`config.mk`:
```
export PLATFORM = sky130hd
export DESIGN_NAME = fpga_logic_cell
export DESIGN_NICKNAME = d
export VERILOG_FILES = /design/src/rtl/fpga_logic_cell.sv
export SDC_FILE = /design/constraint.sdc
export NUM_CORES = 1
export LEC_CHECK = 0
export CORE_ASPECT_RATIO = 2
export CORE_MARGIN = 3
export CORE_UTILIZATION = 56
export DETAILED_ROUTE_END_ITERATION = 8
export PLACE_DENSITY_LB_ADDON = 0.2
export SLEW_MARGIN = 20
export SYNTH_ARGS = -nofsm -noshare
export SYNTH_HDL_FRONTEND = slang
export SYNTH_SLANG_ARGS = --single-unit
```
`constraint.sdc`:
```
create_clock -name clock -period 7 [get_ports clock]
set_input_delay 2.1 -clock clock [delete_from_list [all_inputs] [get_ports clock]]
set_output_delay 2.1 -clock clock [all_outputs]
set_load 0.02 [all_outputs]
```
`src/rtl/fpga_logic_cell.sv`:
```
// -----------------------------------------------------------------------------
// fpga_logic_cell
//
// One fabric cell: a 5-input LUT tile with a selectable output register and a
// 4x4 programmable switch box. All programming state sits in one 49-bit serial
// configuration chain, so cells can be daisy-chained through cfg_in/cfg_out.
//
// Chain layout (cfg_r):
//   [15:0]  switch matrix, bit 4i+j connects sb_in[j] to sb_out[i]
//   [47:16] LUT truth table, entry k at bit 16+k
//   [48]    output mode (0 = combinational, 1 = registered)
//
// Ports:
//   clock    rising-edge clock for the chain and the output register
//   reset    asynchronous, active-high; clears chain and output register
//   cfg_en   shift enable for the configuration chain
//   cfg_in   serial configuration data in (enters at cfg_r[0])
//   cfg_out  serial configuration data out (cfg_r[48])
//   in1..in5 LUT select, in1 is the LSB of the index
//   lt_out   logic tile output
//   sb_in    switch box inputs [3:0]
//   sb_out   switch box outputs [3:0]
//
// There is no shadow copy of the configuration: while the chain is shifting,
// the LUT, mode and switch matrix follow the partially loaded bits.
// -----------------------------------------------------------------------------
module fpga_logic_cell (
    input  logic       clock,
    input  logic       reset,
    input  logic       cfg_en,
    input  logic       cfg_in,
    output logic       cfg_out,
    input  logic       in1,
    input  logic       in2,
    input  logic       in3,
    input  logic       in4,
    input  logic       in5,
    output logic       lt_out,
    input  logic [3:0] sb_in,
    output logic [3:0] sb_out
);

    localparam int CFG_LEN = 49;
    localparam int LUT_K   = 5;
    localparam int SB_N    = 4;

    logic [CFG_LEN-1:0]      cfg_r;
    logic                    q_r;
    logic [15:0]             sw_s;
    logic [(1<<LUT_K)-1:0]   lut_s;
    logic                    mode_s;
    logic [LUT_K-1:0]        idx_s;
    logic                    lut_val_s;

    // Field views of the configuration chain
    assign sw_s    = cfg_r[15:0];
    assign lut_s   = cfg_r[47:16];
    assign mode_s  = cfg_r[48];
    assign cfg_out = cfg_r[48];

    assign idx_s     = {in5, in4, in3, in2, in1};
    assign lut_val_s = lut_s[idx_s];

    // Configuration shift chain: new bits enter at bit 0 and move toward bit 48
    always_ff @(posedge clock or posedge reset) begin
        if (reset) begin
            cfg_r <= {CFG_LEN{1'b0}};
        end else if (cfg_en) begin
            cfg_r <= {cfg_r[CFG_LEN-2:0], cfg_in};
        end else begin
            cfg_r <= cfg_r;
        end
    end

    // Output register samples the LUT every cycle, independent of mode and cfg_en
    always_ff @(posedge clock or posedge reset) begin
        if (reset) begin
            q_r <= 1'b0;
        end else begin
            q_r <= lut_val_s;
        end
    end

    // Output mux: mode selects registered or direct LUT value
    always_comb begin
        if (mode_s) begin
            lt_out = q_r;
        end else begin
            lt_out = lut_val_s;
        end
    end

    // Switch box: each output is the wired-OR of the inputs its nibble selects
    always_comb begin
        sb_out = 4'b0000;
        for (int i = 0; i < SB_N; i++) begin
            sb_out[i] = |(sw_s[4*i +: 4] & sb_in);
        end
    end

endmodule

```
Yosys cells after proc, flatten, opt, wreduce, memory -nomap -nowiden
Index checks and enable logic that the tools add are counted.

Word-level logic and storage cells: 14. Output and inout bits: 6. Flip-flop bits (word level): 50. Bits of input ports: 13.

Mux-type cells: 3. Bitwise gates (word level): 4. Magnitude comparators: 1. Reductions and logical operators: 4.

Operators by type and width (number): 4-bit bitwise AND (4); 4-bit OR reduction (4); 5-bit by 6-bit < comparator with 1-bit output (second input constant) (1); 1-bit binary-select mux with 5-bit select (1); 1-bit two-way mux (2).

Logic depth before layout (Yosys ltp)
Gate-level depths: netlist of the first run.

Depth in word-level cells: 3. Mapped depth: 7.

Worst setup path before layout of the first run
No wires, ideal clock.

Kind: input to output. Start point: in in2. End point: out lt_out. Path slack: 1572 ps. Data required time: 4900 ps. Arrival: 3328 ps. Stages on the path: 6. Cell sequence: buf_6 mux2i_1 a22o_1 a2111oi_4 a22oi_2 a41oi_2.

Longest elaborated chain between the ends: 3.

RTL lines: from (decl) (line 34) `input logic in2,`; 1-bit binary-select mux with 5-bit select (line 62) `assign lut_val_s = lut_s[idx_s];`; 1-bit two-way mux (not written as such) (line 62); 1-bit two-way mux (line 86) `if (mode_s) begin`; to (decl) (line 38) `output logic lt_out,`.

No other way between the ends. The select of a mux whose other input is x is not followed.

Worst setup path after layout of the first run
Same ends and word-level chain as after synthesis.

==> results.tsv, run 1 <==
stage	metric	value	unit
clock_tree	H-tree level count	2	
detailed_routing	routed length per instance	17.96	µm
cells_and_area	FF+latch area	1251	µm²
die	Die Ht	95.93	µm
hold_path	Hold Startpoint	cfg_r[20]$_DFFE_PP0P_	
synthesis	synthesized area	2265	µm²
clock_tree	root buf cell	clkbuf_8	
clock_tree	Clock Tree Buf Depth	2	
power	Power Density	301.0	nW/µm²
power	Tot Pwr	770.3	µW
die	row count	32	
grt	first-pass GRT wire length	6.969	mm
cells_and_area	Final Util	65.88	%
timing	period utilization	93.62	%
setup_path	Crit Path Category	primary input to primary output	
die	Initial Util	58.31	%
die	die area	4889	µm²
cells_and_area	layout cells sized above 1	33.70	%
setup_path	CP max FO	13	
cells_and_area	multi-input logic area	960.9	µm²
setup_path	RR Startpoint	cfg_r[23]$_DFFE_PP0P_	
clock_tree	clock-pin slew on the worst setup and hold paths	0.08	ns
setup_path	WP data required	4.90	ns
cells_and_area	Final #Nets	193	
detailed_routing	routed via count	1347	
clock_tree	CTS Buf Count	5	
clock_tree	CTS tree	done	
timing	final setup vio count	0	
synthesis	syn_nets	175	
synthesis	top cells by area, synth	dfrtp_1, mux2_2, mux2i_1	
timing	setup_tns	0	ns
timing	fin. max-slew vios	0	
timing	worst clock skew	0.007430	ns
hold_path	worst hold stages	1	
timing	RSZ-0062 raised after global routing	false	
power	Peak VDD IR	0.2220	mV
clock_tree	Post-CTS Hold Fix Bufs	0	
timing	Final Hold Viols	0	
die	core area	3884	µm²
placement	GP Congestion	0.9450	
setup_path	reg2reg setup slack	5.61	ns
setup_path	CP Capture Type	primary output	
grt	antenna violations before repair	0	
clock_tree	Post-CTS Setup Inserts	0	
setup_path	R2R Path End	q_r$_DFF_PP0_	
timing	min cycle time layout	6.554	ns
clock_tree	clock sink total	50	
flow_run	max_cap viols	0	
grt	number of global-route vias before repair	1537	
detailed_routing	total wire length	4.166	mm
cells_and_area	# diodes	0	
synthesis	post-synth top area share	55.25	%
synthesis	largest area contributor in the netlist	dfrtp_1	
synthesis	synthesis-stage register bit count	50	
detailed_routing	first-pass iteration count of the detailed router	4	
grt	largest net degree at the start of global routing	51	
timing	Worst-Margin Slew	1.048	ns
synthesis	yosys synthesis warning count	0	
setup_path	CP Launch Type	primary input	
grt	Congestion Overflow GR	0	
synthesis	Netlist cell types	20	
detailed_routing	# DRC	0	
placement	# port buffers	18	
die	die width	50.97	µm
timing	fmax	0.1526	GHz
power	Leakage	1.180	nW
setup_path	Reg2Reg Depth	5	
clock_tree	number of gates resized after CTS	0	
clock_tree	clk_lat worst skew	0.29	ns
setup_path	arrival time worst endpoint	4.45	ns
cells_and_area	Area Growth Syn to Fin	12.98	%
synthesis	syn_area_per_cell	13.98	µm²
hold_path	hold endpoint	cfg_r[21]$_DFFE_PP0P_	
cells_and_area	Filler Cells Inserted	318	
timing	relative slew slack	30.12	%
die	num ports	19	
timing	WHS	0.5331	ns
synthesis	Seq/Total Area, Yosys	55.25	%
status	status	complete, no violations	
hold_path	Hold Crit Class	flop to flop	
placement	Detail Placement HPWL	2.982	mm
detailed_routing	Routed Antenna Nets	0	
synthesis	Syn Inst Count	162	
detailed_routing	Via density	5.806	
grt	gr usage total	19.34	%
detailed_routing	DR iter-0 viols	22	
[worst max-delay path by stage]
stage                     start     end  cells after the start
after global placement      in2  lt_out                      8
after floorplan             in2  lt_out                      6
after detailed placement    in2  lt_out                      8
after CTS                   in2  lt_out                      8
after global routing        in2  lt_out                      8
final                       in2  lt_out                      8
[per-stage QoR]
step                      std cells  setup slack [ns]  area [µm²]
after global placement          224            0.5127        2466
after global routing            232            0.3124        2559
after floorplan                 162             1.572        2265
after detailed placement        224            0.4523        2466
final                           232            0.4464        2559
after CTS                       232            0.4507        2557
[registers in the layout, summed over array words and instances, names as in the netlist]
register / count
q_r: 1
cfg_r: 49
[cell usage in the layout, fill, tap and decap left out, types with 2 or more instances in the layout]
| master | instances |
|---|---|
| clkinv_2 | 2 |
| nor2_1 | 2 |
| nand3_1 | 2 |
| nor2b_1 | 2 |
| clkdlybuf4s50_1 | 17 |
| a22oi_1 | 9 |
| mux2i_1 | 16 |
| dfrtp_1 | 50 |
| nand2_1 | 8 |
| nand2b_1 | 2 |
| a21oi_1 | 4 |
| mux2_2 | 48 |
| a22o_1 | 3 |
| clkbuf_8 | 6 |
[cells by family after synthesis]
group | count (synthesis) | synth area share, %
mux | 64 | 30.94
flops | 50 | 55.25
compound gates | 20 | 7.735
simple gates | 18 | 3.757
buf+inv | 10 | 2.320
[Yosys cell counts (all sizes together)]
master   count
nand3        2
nor2b        2
dfrtp       50
a22oi       10
and2         1
nand2b       2
inv          2
nand2        8
a2111oi      1
nand4        1
nor2         2
mux2i       16
a21oi        4
buf          2
clkbuf       6
mux2        48
a22o         3
o21ai        1
a41oi        1
[critical path, stage by stage]
cell	delay, ns
clkdlybuf4s50_1	0.58
buf_4	0.29
mux2i_1	0.11
a22o_1	0.23
a21oi_1	0.13
nand4_1	0.15
a41oi_2	0.21
clkdlybuf4s50_1	0.63
[cell type report]
cell class	count	share of cell area [%]
clock buffer	7	3.374
clock inverter	1	0.1956
multi-input combinational	102	37.56
tap	51	2.494
inverter	2	0.3423
timing repair buffer	19	7.139
sequential	50	48.90
[report_power, final]
part	switching (mW)	internal, mW	leakage [nW]
Combinational	0.0767	0.108	0.485
Clock	0.0870	0.0798	0.0482
Sequential	0.0568	0.362	0.648
[per-layer routing]
| layer | track usage (%) | wire (µm) | up-vias |
|---|---|---|---|
| met2 | 36.42 | 2376 | 25 |
| met5 | 0 | 0 | - |
| met4 | 7.416 | 99 | 0 |
| met1 | 20.12 | 1565 | 681 |
| li1 | - | - | 631 |
| met3 | 4.341 | 125 | 10 |
(Power assumes the default switching activity.)
==> run 2, diff against run 1 <==
Settings changed: RECOVER_POWER from default to 25.
==> run 2 against run 1 <==
The flow now finishes with violations (max-capacitance violations, max-slew violations). Register-to-register slack hardly changed. Wire length unchanged. Critical path depth is the same. Critical endpoint unchanged.
==> results.tsv, run 2 (same netlist as run 1, synthesis figures left out) <==
stage	metric	value	unit
timing	RSZ-0062 raised after global routing	false	
setup_path	WP data required	4.90	ns
detailed_routing	first-pass iteration count of the detailed router	4	
setup_path	arrival time worst endpoint	4.46	ns
cells_and_area	layout cells sized above 1	33.70	%
cells_and_area	number of flip-flops in the largest register	49	
cells_and_area	FF+latch area	1251	µm²
power	Leakage	1.177	nW
detailed_routing	routed via count	1347	
cells_and_area	Regs by FF count	cfg_r (49), q_r (1)	
cells_and_area	Final Util	65.88	%
clock_tree	CTS Buf Count	5	
cells_and_area	Filler Cells Inserted	318	
timing	min cycle time layout	6.556	ns
timing	Final Hold Viols	0	
status	status	finished, violations left	
grt	gr usage total	19.34	%
cells_and_area	Final #Nets	193	
clock_tree	root buf cell	clkbuf_8	
detailed_routing	Via density	5.806	
die	core area	3884	µm²
clock_tree	H-tree level count	2	
detailed_routing	Routed Antenna Nets	0	
placement	Detail Placement HPWL	2.982	mm
power	share of power burned in registers	54.4	%
clock_tree	Post-CTS Setup Inserts	0	
power	Peak VDD IR	0.2220	mV
clock_tree	Post-CTS Hold Fix Bufs	0	
grt	antenna violations before repair	0	
grt	Congestion Overflow GR	0	
placement	GP Congestion	0.9450	
power	Combinational Power Share	23.9	%
power	Clk pwr share	21.6	%
setup_path	CP max FO	13	
die	num ports	19	
flow_run	max_cap viols	1	
timing	fin. max-slew vios	51	
setup_path	CP Capture Type	primary output	
detailed_routing	DR iter-0 viols	22	
detailed_routing	total wire length	4.166	mm
clock_tree	clock-pin slew on the worst setup and hold paths	0.08	ns
grt	largest net degree at the start of global routing	51	
power	net switching power	220.5	µW
clock_tree	number of gates resized after CTS	0	
clock_tree	Clock Tree Buf Depth	2	
clock_tree	clk_lat worst skew	0.29	ns
cells_and_area	multi-input logic area	960.9	µm²
detailed_routing	# DRC	0	
cells_and_area	commonest non-fill, non-tap cell in the layout	dfrtp_1	
power	Power Density	301.0	nW/µm²
die	Initial Util	58.31	%
timing	worst clock skew	0.007430	ns
detailed_routing	routed length per instance	17.96	µm
grt	number of global-route vias before repair	1537	
clock_tree	clock sink total	50	
placement	# port buffers	18	
setup_path	CP Launch Type	primary input	
timing	Worst-Margin Slew	2.125	ns
die	Die Ht	95.93	µm
timing	final setup vio count	0	
timing	setup_tns	0	ns
timing	fmax	0.1525	GHz
die	die width	50.97	µm
status	failing checks	max-capacitance violations, max-slew violations	
cells_and_area	leading cell types in the layout, fill and taps excluded	dfrtp_1, mux2_2, mux2i_1, clkdlybuf4s50_1, a22oi_1	
clock_tree	CTS tree	done	
die	die area	4889	µm²
cells_and_area	Area Growth Syn to Fin	12.98	%
setup_path	Crit Path Category	primary input to primary output	
hold_path	Hold Crit Class	flop to flop	
die	row count	32	
grt	first-pass GRT wire length	6.969	mm
timing	relative slew slack	-42.45	%
power	Pint	549.8	µW
cells_and_area	# diodes	0	
cells_and_area	Largest Register	cfg_r	
power	Net Sw Frac	28.62	%
timing	period utilization	93.65	%
## run 2: final timing paths
kind,cells past startpoint,from,slack (ns),to
max in group asynchronous,2,reset,3.21,cfg_r[23]$_DFFE_PP0P_
worst max register to register,5,cfg_r[23]$_DFFE_PP0P_,5.61,q_r$_DFF_PP0_
min in group asynchronous,2,reset,2.84,cfg_r[18]$_DFFE_PP0P_
worst min register to register,1,cfg_r[20]$_DFFE_PP0P_,0.53,cfg_r[21]$_DFFE_PP0P_
worst min-delay path,1,cfg_r[20]$_DFFE_PP0P_,0.53,cfg_r[21]$_DFFE_PP0P_
worst max-delay path,8,in2,0.44,lt_out
## run 2: critical path, cell delays in order
cell and delay [ns]:
clkdlybuf4s50_1 0.58, buf_4 0.29, mux2i_1 0.11, a22o_1 0.23
a21oi_1 0.13, nand4_1 0.15, a41oi_2 0.21, clkdlybuf4s50_1 0.63
## run 2: cell type report
class                           instances  area share, %
Inverter                                2         0.3423
Timing Repair Buffer                   19          7.139
Clock buffer                            7          3.374
Clock inverter                          1         0.1956
Tap cell                               51          2.494
Multi-Input combinational cell        102          37.56
Sequential cell                        50          48.90
## run 2: layer usage
metal  GRT usage [%]  wire [µm]
met1           20.12       1566
met2           36.42       2374
met3           4.341        125
met4           7.416         99
met5               0          0
## run 2: power by group through the flow
stage | clock, mW | combinational, mW | sequential [mW]
5_1_grt | 0.183 | 0.200 | 0.430
2_1_floorplan | 0 | 0.137 | 0.403
4_1_cts | 0.173 | 0.187 | 0.420
3_5_place_dp | 0 | 0.185 | 0.425
6_report | 0.167 | 0.184 | 0.419
3_3_place_gp | 0 | 0.177 | 0.418
## run 2: metrics by stage
stage / instance area, µm² / setup WS [ns] / power [mW] / std cells / hold WS [ns]
2_1_floorplan: 2265 / 1.572 / 0.5402 / 162 / 0.4703
3_3_place_gp: 2466 / 0.5127 / 0.5948 / 224 / 0.5082
3_5_place_dp: 2466 / 0.4523 / 0.6098 / 224 / 0.5067
4_1_cts: 2557 / 0.4507 / 0.7802 / 232 / 0.5393
5_1_grt: 2559 / 0.3124 / 0.8137 / 232 / 0.5532
6_report: 2559 / 0.4444 / 0.7703 / 232 / 0.5331
